## config.mk

```make
export PLATFORM = sky130hd
export DESIGN_NAME = ant_pheromone_table
export DESIGN_NICKNAME = d
export VERILOG_FILES = /design/src/rtl/ant_pheromone_table.sv
export SDC_FILE = /design/constraint.sdc
export NUM_CORES = 2
export LEC_CHECK = 0
export ABC_AREA = 1
export ABC_CLOCK_PERIOD_IN_PS = 31300
export CAP_MARGIN = 25
export CORE_MARGIN = 2
export CORE_UTILIZATION = 67
export CTS_CLUSTER_SIZE = 12
export DETAILED_ROUTE_END_ITERATION = 8
export PLACE_DENSITY_LB_ADDON = 0.05
export SLEW_MARGIN = 20
export SYNTH_ARGS = -nofsm -noshare
export SYNTH_HDL_FRONTEND = slang
export SYNTH_SLANG_ARGS = --single-unit
```

## constraint.sdc

```tcl
create_clock -name i_clk -period 31.3 [get_ports i_clk]
set_clock_uncertainty 0.05 [all_clocks]
set_input_delay 6.26 -clock i_clk [delete_from_list [all_inputs] [get_ports i_clk]]
set_output_delay 6.26 -clock i_clk [all_outputs]
set_load 0.005 [all_outputs]
```

## src/rtl/ant_pheromone_table.sv

```systemverilog
// ant_pheromone_table
//   Pheromone table for ant-colony adaptive routing. There is one instance per router.
//   Each entry is a saturating pheromone count for one (destination node, neighbour port) pair.
//   Neighbour ports are 1..N_PORTS-1. Port 0 is the local port and has no entries.
//
//   Lookup : argmax over the neighbour ports of the requested row, with the arrival port
//            excluded. Ties resolve to the lowest index. The result is registered, so it
//            appears one cycle after the request.
//   Update : backward-ant reinforcement through a ready/valid handshake.
//            The parent port gains PH_DELTA and every other neighbour loses 1.
//            Both directions saturate at PH_MAX / PH_MIN.
//
//   Optional feature macro: PH_EVAPORATION_EN
//     When defined, a free-running counter starts a sweep every EVAP_PERIOD cycles.
//     The sweep decrements one row per cycle, and o_update_ready is low while it runs.
//
// Ports
//   i_clk, i_reset                       clock, asynchronous active-high reset
//   i_lookup_valid/_dest/_parent         lookup request (always accepted)
//   o_result_valid/_port/_onehot         registered lookup result
//   i_update_valid/_dest/_parent         update request
//   o_update_ready                       update handshake ready
module ant_pheromone_table #(
    parameter int NODES       = 16,
    parameter int N_PORTS     = 5,
    parameter int PH_WIDTH    = 8,
    parameter int PH_MAX      = 255,
    parameter int PH_MIN      = 0,
    parameter int PH_INIT     = 0,
    parameter int PH_DELTA    = 4,
    parameter int EVAP_PERIOD = 1024
) (
    input  logic                       i_clk,
    input  logic                       i_reset,
    input  logic                       i_lookup_valid,
    input  logic [$clog2(NODES)-1:0]   i_lookup_dest,
    input  logic [$clog2(N_PORTS)-1:0] i_lookup_parent,
    output logic                       o_result_valid,
    output logic [$clog2(N_PORTS)-1:0] o_result_port,
    output logic [N_PORTS-1:0]         o_result_onehot,
    input  logic                       i_update_valid,
    output logic                       o_update_ready,
    input  logic [$clog2(NODES)-1:0]   i_update_dest,
    input  logic [$clog2(N_PORTS)-1:0] i_update_parent
);

    localparam int DEST_W = $clog2(NODES);
    localparam int PORT_W = $clog2(N_PORTS);
    localparam int NB     = N_PORTS - 1;   // neighbour columns; column j holds port j+1

    // Saturating reinforcement. The sum is one bit wider so it cannot wrap before the clamp.
    function automatic logic [PH_WIDTH-1:0] sat_inc(input logic [PH_WIDTH-1:0] v);
        logic [PH_WIDTH:0] sum;
        sum = {1'b0, v} + (PH_WIDTH+1)'(PH_DELTA);
        if (sum > (PH_WIDTH+1)'(PH_MAX)) return PH_WIDTH'(PH_MAX);
        return sum[PH_WIDTH-1:0];
    endfunction

    // Saturating decay by one, clamped at the floor.
    function automatic logic [PH_WIDTH-1:0] sat_dec(input logic [PH_WIDTH-1:0] v);
        if (v > PH_WIDTH'(PH_MIN)) return v - 1'b1;
        return PH_WIDTH'(PH_MIN);
    endfunction

    logic [PH_WIDTH-1:0] tbl_q [NODES][NB];
    logic [PH_WIDTH-1:0] tbl_d [NODES][NB];

    logic                result_valid_q;
    logic [PORT_W-1:0]   result_port_q;
    logic [N_PORTS-1:0]  result_onehot_q;

    logic                sweep_en;
    logic [DEST_W-1:0]   sweep_row;
    logic                update_ready;

`ifdef PH_EVAPORATION_EN
    localparam int CNT_W = (EVAP_PERIOD > 1) ? $clog2(EVAP_PERIOD) : 1;

    typedef enum logic {S_IDLE, S_SWEEP} state_t;

    state_t             state_q;
    logic [CNT_W-1:0]   evap_cnt_q;
    logic [DEST_W-1:0]  row_q;
    logic               ready_q;

    // The counter never pauses, so the sweep start points stay EVAP_PERIOD apart.
    // ready_q is registered together with the state, so it is low for exactly the SWEEP cycles.
    always_ff @(posedge i_clk or posedge i_reset) begin
        if (i_reset) begin
            state_q    <= S_IDLE;
            evap_cnt_q <= '0;
            row_q      <= '0;
            ready_q    <= 1'b1;
        end else begin
            evap_cnt_q <= (evap_cnt_q == CNT_W'(EVAP_PERIOD - 1)) ? '0 : evap_cnt_q + 1'b1;
            case (state_q)
                S_IDLE: begin
                    if (evap_cnt_q == CNT_W'(EVAP_PERIOD - 1)) begin
                        state_q <= S_SWEEP;
                        row_q   <= '0;
                        ready_q <= 1'b0;
                    end
                end
                S_SWEEP: begin
                    if (row_q == DEST_W'(NODES - 1)) begin
                        state_q <= S_IDLE;
                        ready_q <= 1'b1;
                    end else begin
                        row_q <= row_q + 1'b1;
                    end
                end
                default: state_q <= S_IDLE;
            endcase
        end
    end

    assign sweep_en     = (state_q == S_SWEEP);
    assign sweep_row    = row_q;
    assign update_ready = ready_q;
`else
    assign sweep_en     = 1'b0;
    assign sweep_row    = '0;
    assign update_ready = 1'b1;
`endif

    // Requests that name port 0, a port past the last neighbour, or a row past the last
    // node still complete the handshake, but they leave the table unchanged.
    logic upd_apply;
    logic lkp_dest_ok;
    assign upd_apply = i_update_valid && update_ready
                       && (i_update_parent != '0)
                       && (int'(i_update_parent) < N_PORTS)
                       && (int'(i_update_dest) < NODES);
    assign lkp_dest_ok = (int'(i_lookup_dest) < NODES);

    // Next table state. The sweep and the update never overlap because ready is low
    // during a sweep.
    always_comb begin
        tbl_d = tbl_q;
        if (sweep_en) begin
            for (int j = 0; j < NB; j++) begin
                tbl_d[sweep_row][j] = sat_dec(tbl_q[sweep_row][j]);
            end
        end else if (upd_apply) begin
            for (int j = 0; j < NB; j++) begin
                if (PORT_W'(j + 1) == i_update_parent)
                    tbl_d[i_update_dest][j] = sat_inc(tbl_q[i_update_dest][j]);
                else
                    tbl_d[i_update_dest][j] = sat_dec(tbl_q[i_update_dest][j]);
            end
        end
    end

    // Argmax over the current (pre-write) table contents.
    // A strict '>' keeps the earliest candidate when values tie.
    logic                found;
    logic [PH_WIDTH-1:0] best_val;
    logic [PORT_W-1:0]   best_port;
    logic [PH_WIDTH-1:0] cand;
    always_comb begin
        found     = 1'b0;
        best_val  = '0;
        best_port = '0;
        cand      = '0;
        for (int j = 0; j < NB; j++) begin
            cand = lkp_dest_ok ? tbl_q[i_lookup_dest][j] : PH_WIDTH'(PH_MIN);
            if (PORT_W'(j + 1) != i_lookup_parent) begin
                if (!found || (cand > best_val)) begin
                    found     = 1'b1;
                    best_val  = cand;
                    best_port = PORT_W'(j + 1);
                end
            end
        end
    end

    always_ff @(posedge i_clk or posedge i_reset) begin
        if (i_reset) begin
            for (int r = 0; r < NODES; r++) begin
                for (int j = 0; j < NB; j++) begin
                    tbl_q[r][j] <= PH_WIDTH'(PH_INIT);
                end
            end
            result_valid_q  <= 1'b0;
            result_port_q   <= '0;
            result_onehot_q <= '0;
        end else begin
            tbl_q          <= tbl_d;
            result_valid_q <= i_lookup_valid;
            // The result outputs hold their last value between lookups.
            if (i_lookup_valid) begin
                result_port_q   <= best_port;
                result_onehot_q <= N_PORTS'(1) << best_port;
            end
        end
    end

    assign o_result_valid  = result_valid_q;
    assign o_result_port   = result_port_q;
    assign o_result_onehot = result_onehot_q;
    assign o_update_ready  = update_ready;

endmodule

```

# Word-level counts from Yosys, hierarchy flattened

Index checks and enable logic that the tools add are counted.

$lt $le $gt $ge: 15
Add/sub/neg operators: 8
Reduce and logical (&&, ||, !) cells: 10
Muxes and demuxes: 102
Bitwise gates (word level): 2
Equal/unequal tests: 8
Shift-type cells: 1

Operator list:

| kind                                                                         | number |
|---|---|
| 512-bit bitwise mux                                                          | 8 |
| 512-bit 2-to-1 mux                                                           | 7 |
| 32-bit demux with 4-bit select                                               | 4 |
| 8-bit 2-to-1 mux                                                             | 38 |
| 32-bit binary-select mux with 4-bit select                                   | 2 |
| 32-bit 2-to-1 mux                                                            | 5 |
| 8-bit by 3-bit adder with 9-bit output, second input constant                | 4 |
| 9-bit by 8-bit > comparator with 1-bit output, second input constant         | 4 |
| 8-bit by 1-bit > comparator with 1-bit output, second input constant         | 4 |
| 8-bit by 1-bit subtractor with 8-bit output, second input constant           | 4 |
| 1-bit 2-to-1 mux                                                             | 30 |
| 8-bit > comparator                                                           | 3 |
| 24-bit 2-to-1 mux                                                            | 1 |
| 3-bit 2-to-1 mux                                                             | 6 |
| 16-bit 2-to-1 mux                                                            | 1 |
| 5-bit greater-or-equal comparator, second input constant                     | 2 |
| 4-bit inverter with 5-bit output                                             | 2 |
| 2-bit by 3-bit equality test with 1-bit output, first input constant         | 2 |
| 2-bit by 3-bit inequality test with 1-bit output, first input constant       | 2 |
| 5-bit by 1-bit less-than comparator with 1-bit output, second input constant | 1 |
| 1-bit by 3-bit << shifter with 5-bit output, first input constant            | 1 |
| 1-bit by 3-bit equality test with 1-bit output, first input constant         | 1 |
| 3-bit equality test, first input constant                                    | 1 |
| 1-bit logical AND                                                            | 3 |
| other kinds (6)                                                              | 10 |

Register bits: 521
Output and inout port bits: 10
Logic and storage cells: 213
Input bits: 18

# Logic depth before layout (Yosys ltp)

Depth in word-level cells: 23
Depth in mapped cells: 46
Depth with buffers taken out: 43

# Worst setup path before layout

OpenSTA, ideal clock, no wires.

Kind: input port to flip-flop
From: input i_lookup_dest[0]
To: register result_port_q[1], in the netlist o_result_port[1]
Data arrival time: 11.289 ns
Data required time: 31.133 ns
Path buffers: 5
Library setup time: 0.117 ns
Stages: 43
Slack: 19.844 ns
Cell sequence: clkbuf_1 > clkbuf_1 > clkbuf_1 > nor2_1 > o221ai_1 > nand3_1 > nand2_1 > nand2_1 > ha_1 > nand2_1 > inv_1 > nand3_1 > inv_1 > nand2_1 > nand3_1 > a21oi_1 > nor2_1 > inv_1 > [7 not listed] > a2bb2oi_1 > inv_1 > nor2_1 > inv_1 > clkbuf_1 > o21ai_0 > ha_1 > inv_1 > nor2_1 > o21ai_0 > nand2_1 > a21oi_1 > nor2_1 > o32ai_1 > o21ai_0 > inv_1 > nand2_1 > nand2_1

Word-level cells in the longest chain between the ends: 17
Elaborated cells between the ends (all ways): 27
Classes of those cells: 3 x order compare; 18 x mux; 1 x bitwise; 5 x reduce/logical

RTL lines:

| element                                                      | line | RTL |
|---|---|---|
| from (decl)                                                  | 36   | `input logic [$clog2(NODES)-1:0] i_lookup_dest,` |
| 4-bit inverter with 5-bit output (implied by the code) (*)   | 166  | `cand = lkp_dest_ok ? tbl_q[i_lookup_dest][j] : PH_WIDTH'(PH_MIN);` |
| 32-bit binary-select mux with 4-bit select (*)               | 166  |  |
| 32-bit 2-to-1 mux (implied by the code) (*) (2 in a row)     | 166  |  |
| 8-bit 2-to-1 mux                                             | 167  | `if (PORT_W'(j + 1) != i_lookup_parent) begin` |
| 8-bit > comparator                                           | 168  | `if (!found \|\| (cand > best_val)) begin` |
| 1-bit logical OR                                             | 168  |  |
| 8-bit 2-to-1 mux / 1-bit 2-to-1 mux (equally long branches)  | 168  |  |
| 8-bit 2-to-1 mux / 1-bit 2-to-1 mux (equally long branches)  | 167  |  |
| 8-bit > comparator / 1-bit zero test (equally long branches) | 168  |  |
| 1-bit logical OR                                             | 168  |  |
| 8-bit 2-to-1 mux / 1-bit 2-to-1 mux (equally long branches)  | 168  |  |
| 8-bit 2-to-1 mux / 1-bit 2-to-1 mux (equally long branches)  | 167  |  |
| 8-bit > comparator / 1-bit zero test (equally long branches) | 168  |  |
| 1-bit logical OR                                             | 168  |  |
| 3-bit 2-to-1 mux                                             | 168  |  |
| 3-bit 2-to-1 mux (*)                                         | 167  |  |
| to (signal assigned)                                         | 192  | `result_port_q <= best_port;` |
| to (decl)                                                    | 69   | `logic [PORT_W-1:0] result_port_q;` |

Every way passes the cells marked *; elsewhere a longest branch is shown, timed or not. The select of a mux whose other input is x is not followed.
A chain may end at the register's enable or synchronous reset.

# Final worst setup path

Ends and elaborated chain as after synthesis.

==> results.cfg <==
[critical_path]
crit_path_frequent_cell = nand2_1
r2r_cells = 39
cp-end-kind = register
r2r_slack_ns = 25.19
cp.required_ns = 31.79
critPathMaxFanout = 180
worstSetupPathType = in2reg
max_stage_delay_ns = 0.86
worstPathArrival_ns = 13.94
startpoint_type = primary input
slowest_stage = inv_8

[placement]
portBuffers = 26
gp_congestion = 0.9434
dp_hpwl_um = 67850
place_ws_ns = 17.49

[power]
power_density_nw_per_um2 = 70.11
p_leak_nw = 20.26
ir_drop_uv = 54.34

[yosys]
synthSimpleGateAreaFrac_pct = 38.76
synth_compound_area_share_pct = 13.99
synth.avg_cell_area_um2 = 6.222
synthAdderAreaFrac_pct = 1.697
synth_top_flop_cell = dfrtp_1
yosysWarnings = 0
syn_nets = 5754
synth_top_family_by_area = simple AND/OR/NAND/NOR gates
ys_async_sr_fraction_pct = 100.0
syn_area_um2 = 35390
synth_top_area_cell = dfrtp_1
postSynthCellCount = 5688
yosys.area_share.xor_xnor_pct = 0.1732
synth_top_area_share_pct = 36.84
ys_ff_latch = 521
synth_edf_count = 0
synth_area_leaders = dfrtp_1 (37%), nand2_1 (29%), a21oi_1 (6.4%), nor2_1 (5.1%), o21ai_0 (4.4%)
muxShareOfSynthArea_pct = 0
ys_types = 50
ys_seq_area_share_pct = 36.84

[cells_and_area]
fillCellCount = 4554
multiInputGateArea_um2 = 19490
layout.nets = 5494
drive_above_1_share_pct = 4.642
mostFrequentLayoutCells = nand2_1 (2682), dfrtp_1 (521), nor2_1 (478)
areaGrowthSynthToFinish_pct = 5.176
seq_area_um2 = 13040
layout_commonest_cell = nand2_1

[timing]
hold_viol_final = 0
setup_viol = 0
setup_tns_ns = 0
final_max_slew_viol_count = 0
fin_crit_ns = 13.46
fmax_mhz = 74.32
period_share_pct = 42.99
layout_setup_ws_ns = 17.85
maxSlewHeadroom_pct = 25.47
rsz0062_at_grt = no
tightest_slew_ns = 1.115

[die]
start_util_pct = 67.62
row_count = 84
io_pins = 28
dieArea_um2 = 54680
die_h_um = 233.8
core-area_um2 = 52340
die_x_um = 233.8

[grt]
met1_usage_pct = 58.48
met2_usage_pct = 68.35
antenna_found_initial = 4
grt.busiest_layer = met2
use_met3_pct = 10.87
grt_first_pass_wirelength_um = 190800
grt_max_degree = 181
grtUsageTotal_pct = 44.73
gr-total-overflow = 0
grt_pass1_vias = 33880

[detailed_routing]
avgViaCountPerCell = 6.145
totalWireLength_um = 123200
post-route-drc-count = 0
vias = 37860
drt_iter0_markers = 5483
wl_per_cell_um = 19.99
first_pass_iters = 9
drtAntennaViolNets = 0

[clocking]
cts_tree = done
h-tree-depth = 2
path_clk_slew_ns = 0.06
cts.sinks = 521
holdBufCountCts = 0
cts.path.max_buffers = 3
post_cts_buffers = 0
cts_resized = 0
clk_latency_ns = 0.65
cts_buffers = 57
root_buffer = clkbuf_16

[worst_hold_path]
hold_depth = 2
hold_path.class = reg2reg

[flow_run]
cap_violations = 0

[run_status]
outcome = complete, no violations
## kinds of logic (layout without fill, tap and decap cells)
family | Yosys count | after routing
other cells | 1 | 2
compound gates | 908 | 908
flops | 521 | 521
buf+inv | 734 | 518
xor+xnor | 7 | 7
simple gates | 3469 | 3469
fa+ha+maj | 48 | 48
## power by group
| part | leakage [nW] | internal, W | total, W | switching [W] |
|---|---|---|---|---|
| clock network | 0.936 | 0.000404 | 0.000697 | 0.000292 |
| logic | 12.5 | 0.000276 | 0.000854 | 0.000578 |
| registers | 6.78 | 0.000886 | 0.00106 | 0.000172 |
## state kept, by name, summed over array words and instances (netlist names)
name	cells
tbl_q	512
o_result_valid	1
o_result_port	3
o_result_onehot	5
## layout make-up
cell class | instances | area share (%)
diodes | 1 | 0.006722
clock buffers | 87 | 4.571
clock inverters | 16 | 0.4941
inverters | 348 | 3.576
multi-input cells | 4433 | 52.35
flip-flops and latches | 521 | 35.02
well taps | 688 | 2.313
repair buffers | 67 | 1.667
## metrics by stage
stage          utilization (%)  power (W)  area, um2  cells  hold WS [ns]
5_1_grt                  71.12   0.002765      37220   6160        0.4455
6_report                 71.12   0.002610      37220   6161        0.4270
2_1_floorplan                -   0.001659      35390   5688        0.3988
3_3_place_gp             67.38   0.001862      35270   6054        0.4112
4_1_cts                  70.99   0.002580      37150   6157        0.4311
3_5_place_dp             67.38   0.001883      35270   6054        0.4149
## per-layer routing
metal | vias up | wire length, um
met5 | - | 36
met4 | 6 | 7081
met3 | 532 | 16480
met2 | 2716 | 53350
met1 | 17250 | 46230
li1 | 17360 | -
## cell usage after synthesis, drive strengths merged, types with 6 or more instances
master	n
o221ai	28
nor2	504
nor3	6
inv	345
nand3	234
o22ai	15
a21oi	463
a221oi	14
nand4	20
ha	48
clkbuf	238
dfrtp	521
o21ai	332
o211ai	29
nand2	2704
buf	148
## worst max-delay path, delay by kind of cell
| kind | cells | cell delay, ns |
|---|---|---|
| buf+inv | 10 | 3.08 |
| fa+ha+maj | 3 | 1.00 |
| simple gates | 15 | 1.14 |
| compound gates | 13 | 2.24 |
## path summary, 6_finish.rpt
| path | from | to |
|---|---|---|
| worst max register to register | tbl_q[403]$_DFFE_PP0P_ | o_result_port[1]$_DFFE_PP0P_ |
| worst max-delay path | i_lookup_dest[0] | o_result_port[1]$_DFFE_PP0P_ |
| worst min-delay path | tbl_q[489]$_DFFE_PP0P_ | tbl_q[489]$_DFFE_PP0P_ |
| worst min register to register | tbl_q[489]$_DFFE_PP0P_ | tbl_q[489]$_DFFE_PP0P_ |
| max in group asynchronous | i_reset | tbl_q[190]$_DFFE_PP0P_ |
| min in group asynchronous | i_reset | tbl_q[332]$_DFFE_PP0P_ |
(Power assumes the default switching activity.)
